**src/rtl/gpio_input_conditioner.sv**
```systemverilog
// gpio_input_conditioner: per-pin 2-flop sync, debounce and rise/fall edge pulses (rev 1.0).
// Optional interrupt pending/mask logic is enabled by GPIO_INPUT_CONDITIONER_IRQ_EN.
`default_nettype none

module gpio_input_conditioner #(
  parameter int                    GPIO_WIDTH      = 3,
  parameter int                    DEBOUNCE_CYCLES = 500000,
  parameter logic [GPIO_WIDTH-1:0] RESET_LEVEL     = {GPIO_WIDTH{1'b0}}
) (
  input  logic                  clock,
  input  logic                  reset,
  input  logic [GPIO_WIDTH-1:0] gpio_raw,
  output logic [GPIO_WIDTH-1:0] gpio_debounced,
  output logic [GPIO_WIDTH-1:0] gpio_rise,
  output logic [GPIO_WIDTH-1:0] gpio_fall,
  output logic                  gpio_changed
`ifdef GPIO_INPUT_CONDITIONER_IRQ_EN
  ,
  input  logic [GPIO_WIDTH-1:0] irq_mask,
  input  logic [GPIO_WIDTH-1:0] irq_clear,
  output logic [GPIO_WIDTH-1:0] irq_pending,
  output logic                  irq
`endif
);

  localparam int CNT_W = ($clog2(DEBOUNCE_CYCLES + 1) < 1) ? 1 : $clog2(DEBOUNCE_CYCLES + 1);
  localparam logic [CNT_W-1:0] CNT_ONE  = CNT_W'(1);
  localparam logic [CNT_W-1:0] CNT_LAST = CNT_W'(DEBOUNCE_CYCLES - 1);

  typedef enum logic {
    ST_STABLE   = 1'b0,
    ST_SETTLING = 1'b1
  } state_e;

  logic [GPIO_WIDTH-1:0] s1_q, s2_q;
  logic [GPIO_WIDTH-1:0] level_w;
  logic [GPIO_WIDTH-1:0] rise_d, fall_d;
  logic [GPIO_WIDTH-1:0] rise_q, fall_q;
  logic                  changed_q;

  always_ff @(posedge clock or negedge reset) begin
    if (!reset) begin
      s1_q      <= RESET_LEVEL;
      s2_q      <= RESET_LEVEL;
      rise_q    <= '0;
      fall_q    <= '0;
      changed_q <= 1'b0;
    end else begin
      s1_q      <= gpio_raw;
      s2_q      <= s1_q;
      rise_q    <= rise_d;
      fall_q    <= fall_d;
      changed_q <= |(rise_d | fall_d);
    end
  end

  for (genvar i = 0; i < GPIO_WIDTH; i++) begin : g_bit
    state_e           state_q, state_d;
    logic [CNT_W-1:0] cnt_q, cnt_d;
    logic             level_q, level_d;
    logic             accept_d;

    always_comb begin
      state_d  = state_q;
      cnt_d    = cnt_q;
      level_d  = level_q;
      accept_d = 1'b0;
      case (state_q)
        ST_STABLE: begin
          if (s2_q[i] != level_q) begin
            if (DEBOUNCE_CYCLES == 1) begin
              level_d  = s2_q[i];
              accept_d = 1'b1;
            end else begin
              state_d = ST_SETTLING;
              cnt_d   = CNT_ONE;
            end
          end
        end
        ST_SETTLING: begin
          // Input fell back to the accepted level before the window closed: glitch.
          if (s2_q[i] == level_q) begin
            state_d = ST_STABLE;
            cnt_d   = '0;
          end else if (cnt_q == CNT_LAST) begin
            state_d  = ST_STABLE;
            cnt_d    = '0;
            level_d  = s2_q[i];
            accept_d = 1'b1;
          end else begin
            cnt_d = cnt_q + CNT_ONE;
          end
        end
      endcase
    end

    always_ff @(posedge clock or negedge reset) begin
      if (!reset) begin
        state_q <= ST_STABLE;
        cnt_q   <= '0;
        level_q <= RESET_LEVEL[i];
      end else begin
        state_q <= state_d;
        cnt_q   <= cnt_d;
        level_q <= level_d;
      end
    end

    assign level_w[i] = level_q;
    assign rise_d[i]  = accept_d & level_d;
    assign fall_d[i]  = accept_d & ~level_d;
  end

  assign gpio_debounced = level_w;
  assign gpio_rise      = rise_q;
  assign gpio_fall      = fall_q;
  assign gpio_changed   = changed_q;

`ifdef GPIO_INPUT_CONDITIONER_IRQ_EN
  logic [GPIO_WIDTH-1:0] pending_q;
  logic                  irq_q;

  // A new masked edge sets its bit even if software clears it in the same cycle.
  always_ff @(posedge clock or negedge reset) begin
    if (!reset) begin
      pending_q <= '0;
      irq_q     <= 1'b0;
    end else begin
      pending_q <= (pending_q & ~irq_clear) | ((rise_q | fall_q) & irq_mask);
      irq_q     <= |pending_q;
    end
  end

  assign irq_pending = pending_q;
  assign irq         = irq_q;
`endif

endmodule

`default_nettype wire

```
**config.mk**
```make
export PLATFORM = sky130hd
export DESIGN_NAME = gpio_input_conditioner
export DESIGN_NICKNAME = d
export VERILOG_FILES = /design/src/rtl/gpio_input_conditioner.sv
export SDC_FILE = /design/constraint.sdc
export NUM_CORES = 1
export LEC_CHECK = 0
export CORE_MARGIN = 4
export CORE_UTILIZATION = 55
export DETAILED_ROUTE_END_ITERATION = 12
export GPL_TIMING_DRIVEN = 1
export HOLD_SLACK_MARGIN = 0.08
export PLACE_DENSITY_LB_ADDON = 0.1
export SYNTH_ARGS = -nofsm -noshare
export SYNTH_HDL_FRONTEND = slang
export SYNTH_SLANG_ARGS = --single-unit
```
**constraint.sdc**
```tcl
create_clock -name clock -period 2.4 [get_ports clock]
set_input_delay 0.72 -clock clock [delete_from_list [all_inputs] [get_ports clock]]
set_output_delay 0.72 -clock clock [all_outputs]
set_load 0.01 [all_outputs]
```
==> impl_metrics.toml <==
[synth]
synthTopCellsByCount = "76 x dfrtp_1, 43 x nand2_1, 38 x nand3_1"
yosysSeqAreaShare_pct = 46.7
synthCells = 445
syn-cell-area_mm2 = 0.00407
synth.distinct_cells = 48
synth_area_leader_cell = "dfrtp_1"
syn_area_per_cell_um2 = 9.15
yosysMostFrequentCell = "dfrtp_1"
synthArstFlopShare_pct = 100
ys_ff_latch = 76
synthFlopType = "dfrtp_1"
syn_nets = 453
yosys-top-cells-area = "dfrtp_1 47%, nand3_1 4.7%, nand2_1 4.0%, a21o_1 3.9%, o21ai_0 3.7%"
synth_edf_count = 0
yosys_warnings = 0
netlist.area_leader.share_pct = 46.7

[drt]
avgRoutedWirePerCell_um = 16.3
drtPass1Iterations = 4
drc = 0
viasPerCell = 6.23
ant_nets = 0
drt_iter0_drc = 202
drt-total-wl_um = 9340
vias = 3571

[min_path]
min_path_type = "in -> async"

[cells_and_area]
syn_to_final_growth_pct = 13.6
fin_area_mm2 = 0.00463
nets = 477
drive_above_1_share_pct = 10.5
num_antenna_cells = 0
stdcell_count = 573
utilization_pct = 64.1

[sta]
tightestPinTransition_ns = 0.617
fin_ws_ns = 0.0763
final-setup-viol-count = 0
tns_ns = 0
clock_skew_ns = 0.0122
relSlewSlack_pct = 58.5
finalCriticalPeriod_ns = 2.32
period_share_pct = 96.8
max_freq_mhz = 430
rsz0062_at_grt = "no"
fin_worst_hold_slack_ns = 0.316
finalMaxSlewViolations = 0
hold_viol = 0

[critical_path]
regToRegEndpoint = "g_bit[0].cnt_q[15]"
reg2reg_from = "g_bit[0].cnt_q[7]"
r2r_setup_slack_ns = 0.08
path_max_fanout = 12
crit_path_end_kind = "flip-flop"
cp-start-kind = "flip-flop"
path_class = "reg -> reg"
arrival_ns = 2.55
crit_required_ns = 2.63
reg2reg_depth = 6

[cts]
clk_latency_ns = 0.35
cts_tree = "done"
clkSinkCount = 76
post_cts_buffers = 0
htree_levels = 3
path_clk_slew_ns = 0.09
cts_max_path_buffers = 2
cts-root-buf = "clkbuf_8"
cts_buffers = 9

[grt]
grt.total_usage_pct = 22.7
grt_pass1_vias = 3515
grt_pass1_wl_um = 16000
grt_overflow_total = 0
antenna_found_initial = 0
grt_max_degree = 43

[floorplanning]
ios = 15
start_util_pct = 56.5
dieWidth_um = 94.1
die-area_mm2 = 0.00885
core-area_mm2 = 0.00721
num_rows = 31
fp.dieH_um = 94.1

[placed_design]
dpl_worst_slack_ns = 0.0246
place_area_mm2 = 0.00441
gp_congestion = 0.884
port_buffers = 14
place_inst = 557
hpwl_um = 6470

[pwr]
power_density_mw_per_mm2 = 540
total_power_mw = 2.50
ir_drop_v = 0.000394
p_seq_share_pct = 53.3
power_switching_mw = 0.621
p_sw_share_pct = 24.9
p_int_mw = 1.88
p_leak_nw = 2.03
comb_power_share_pct = 6.6
clkPwrFrac_pct = 40.1

[job]
cap_violations = 0

[run_status]
outcome = "completed"
[area by class of cell]
class | instances | area (um2)
Fill cell | 637 | 2590
Multi-Input combinational cell | 335 | 2040
Sequential cell | 76 | 1900
Timing Repair Buffer | 36 | 315
Clock buffer | 11 | 141
Tap cell | 99 | 124
Clock inverter | 5 | 60.1
Inverter | 11 | 41.3
[placed cells by master, fill, tap and decap left out, types with 5 or more instances in the layout]
cell             instances
buf_4                   22
clkdlybuf4s50_1         13
nor3b_1                 13
nand2_1                 43
inv_1                   11
o21ai_0                 29
a22o_1                   5
nor4b_1                  6
nand3_1                 38
and2_1                   6
or4_1                    5
nor3_1                  12
nand4_1                 23
or3_1                   10
and3_1                   9
mux2i_1                  8
nor2_1                  25
a21oi_1                 19
a21o_1                  21
clkbuf_8                10
dfrtp_1                 76
nor4_1                  11
[routing by layer]
metal	wire, um	GRT usage [%]
met3	397	6.01
met4	135	6.62
met5	0	0
met2	4640	37.8
met1	4170	28.9
[timing repair]
action	in CTS	in global routing
hold buffers	0	0
resized for setup	0	4
endpoints found under the setup margin	0	10
[sequential cells by signal, summed over array words and instances (netlist names)]
register and cells:
g_bit.cnt_q 57, g_bit.level_q 3, g_bit.state_q 3, gpio_changed 1, gpio_fall 3, gpio_rise 3
s1_q 3, s2_q 3
[power by group through the flow]
stage / sequential, mW / clock (mW) / combinational, mW
after floorplan: 1.35 / 0 / 0.0990
after global placement: 1.35 / 0 / 0.160
after detailed placement: 1.36 / 0 / 0.166
after CTS: 1.33 / 1.03 / 0.166
after global routing: 1.34 / 1.09 / 0.190
final: 1.33 / 1.00 / 0.166
[critical path, stage by stage (launching register included)]
cell,delay (ns)
dfrtp_1,0.38
or4b_1,0.55
or4_1,0.58
o21a_4,0.26
buf_4,0.18
a21oi_1,0.15
o21ai_0,0.10
[logic make-up after synthesis]
logic type                 after synthesis  synth area share (%)
muxes                                   11                  2.79
AOI/OAI and AO/OA                       97                  15.3
adders and majority gates                3                 0.921
and+or+nand+nor                        221                  30.1
DFF                                     76                  46.7
buffers and inverters                   34                  3.59
xor gates and xnor gates                 3                 0.645
[worst max path at each step]
stage	startpoint	depth (start not counted)	slack (ns)	to
after floorplan	g_bit[0].cnt_q[7]	6	0.15	g_bit[0].cnt_q[8]
after detailed placement	g_bit[0].cnt_q[7]	6	0.02	g_bit[0].cnt_q[15]
after CTS	g_bit[0].cnt_q[7]	6	0.02	g_bit[0].cnt_q[15]
final	g_bit[0].cnt_q[7]	6	0.08	g_bit[0].cnt_q[15]
after global routing	g_bit[0].cnt_q[7]	6	0.01	g_bit[0].cnt_q[15]
after global placement	g_bit[0].cnt_q[7]	5	0.12	g_bit[0].cnt_q[17]
Power figures use the tool's default switching activity.
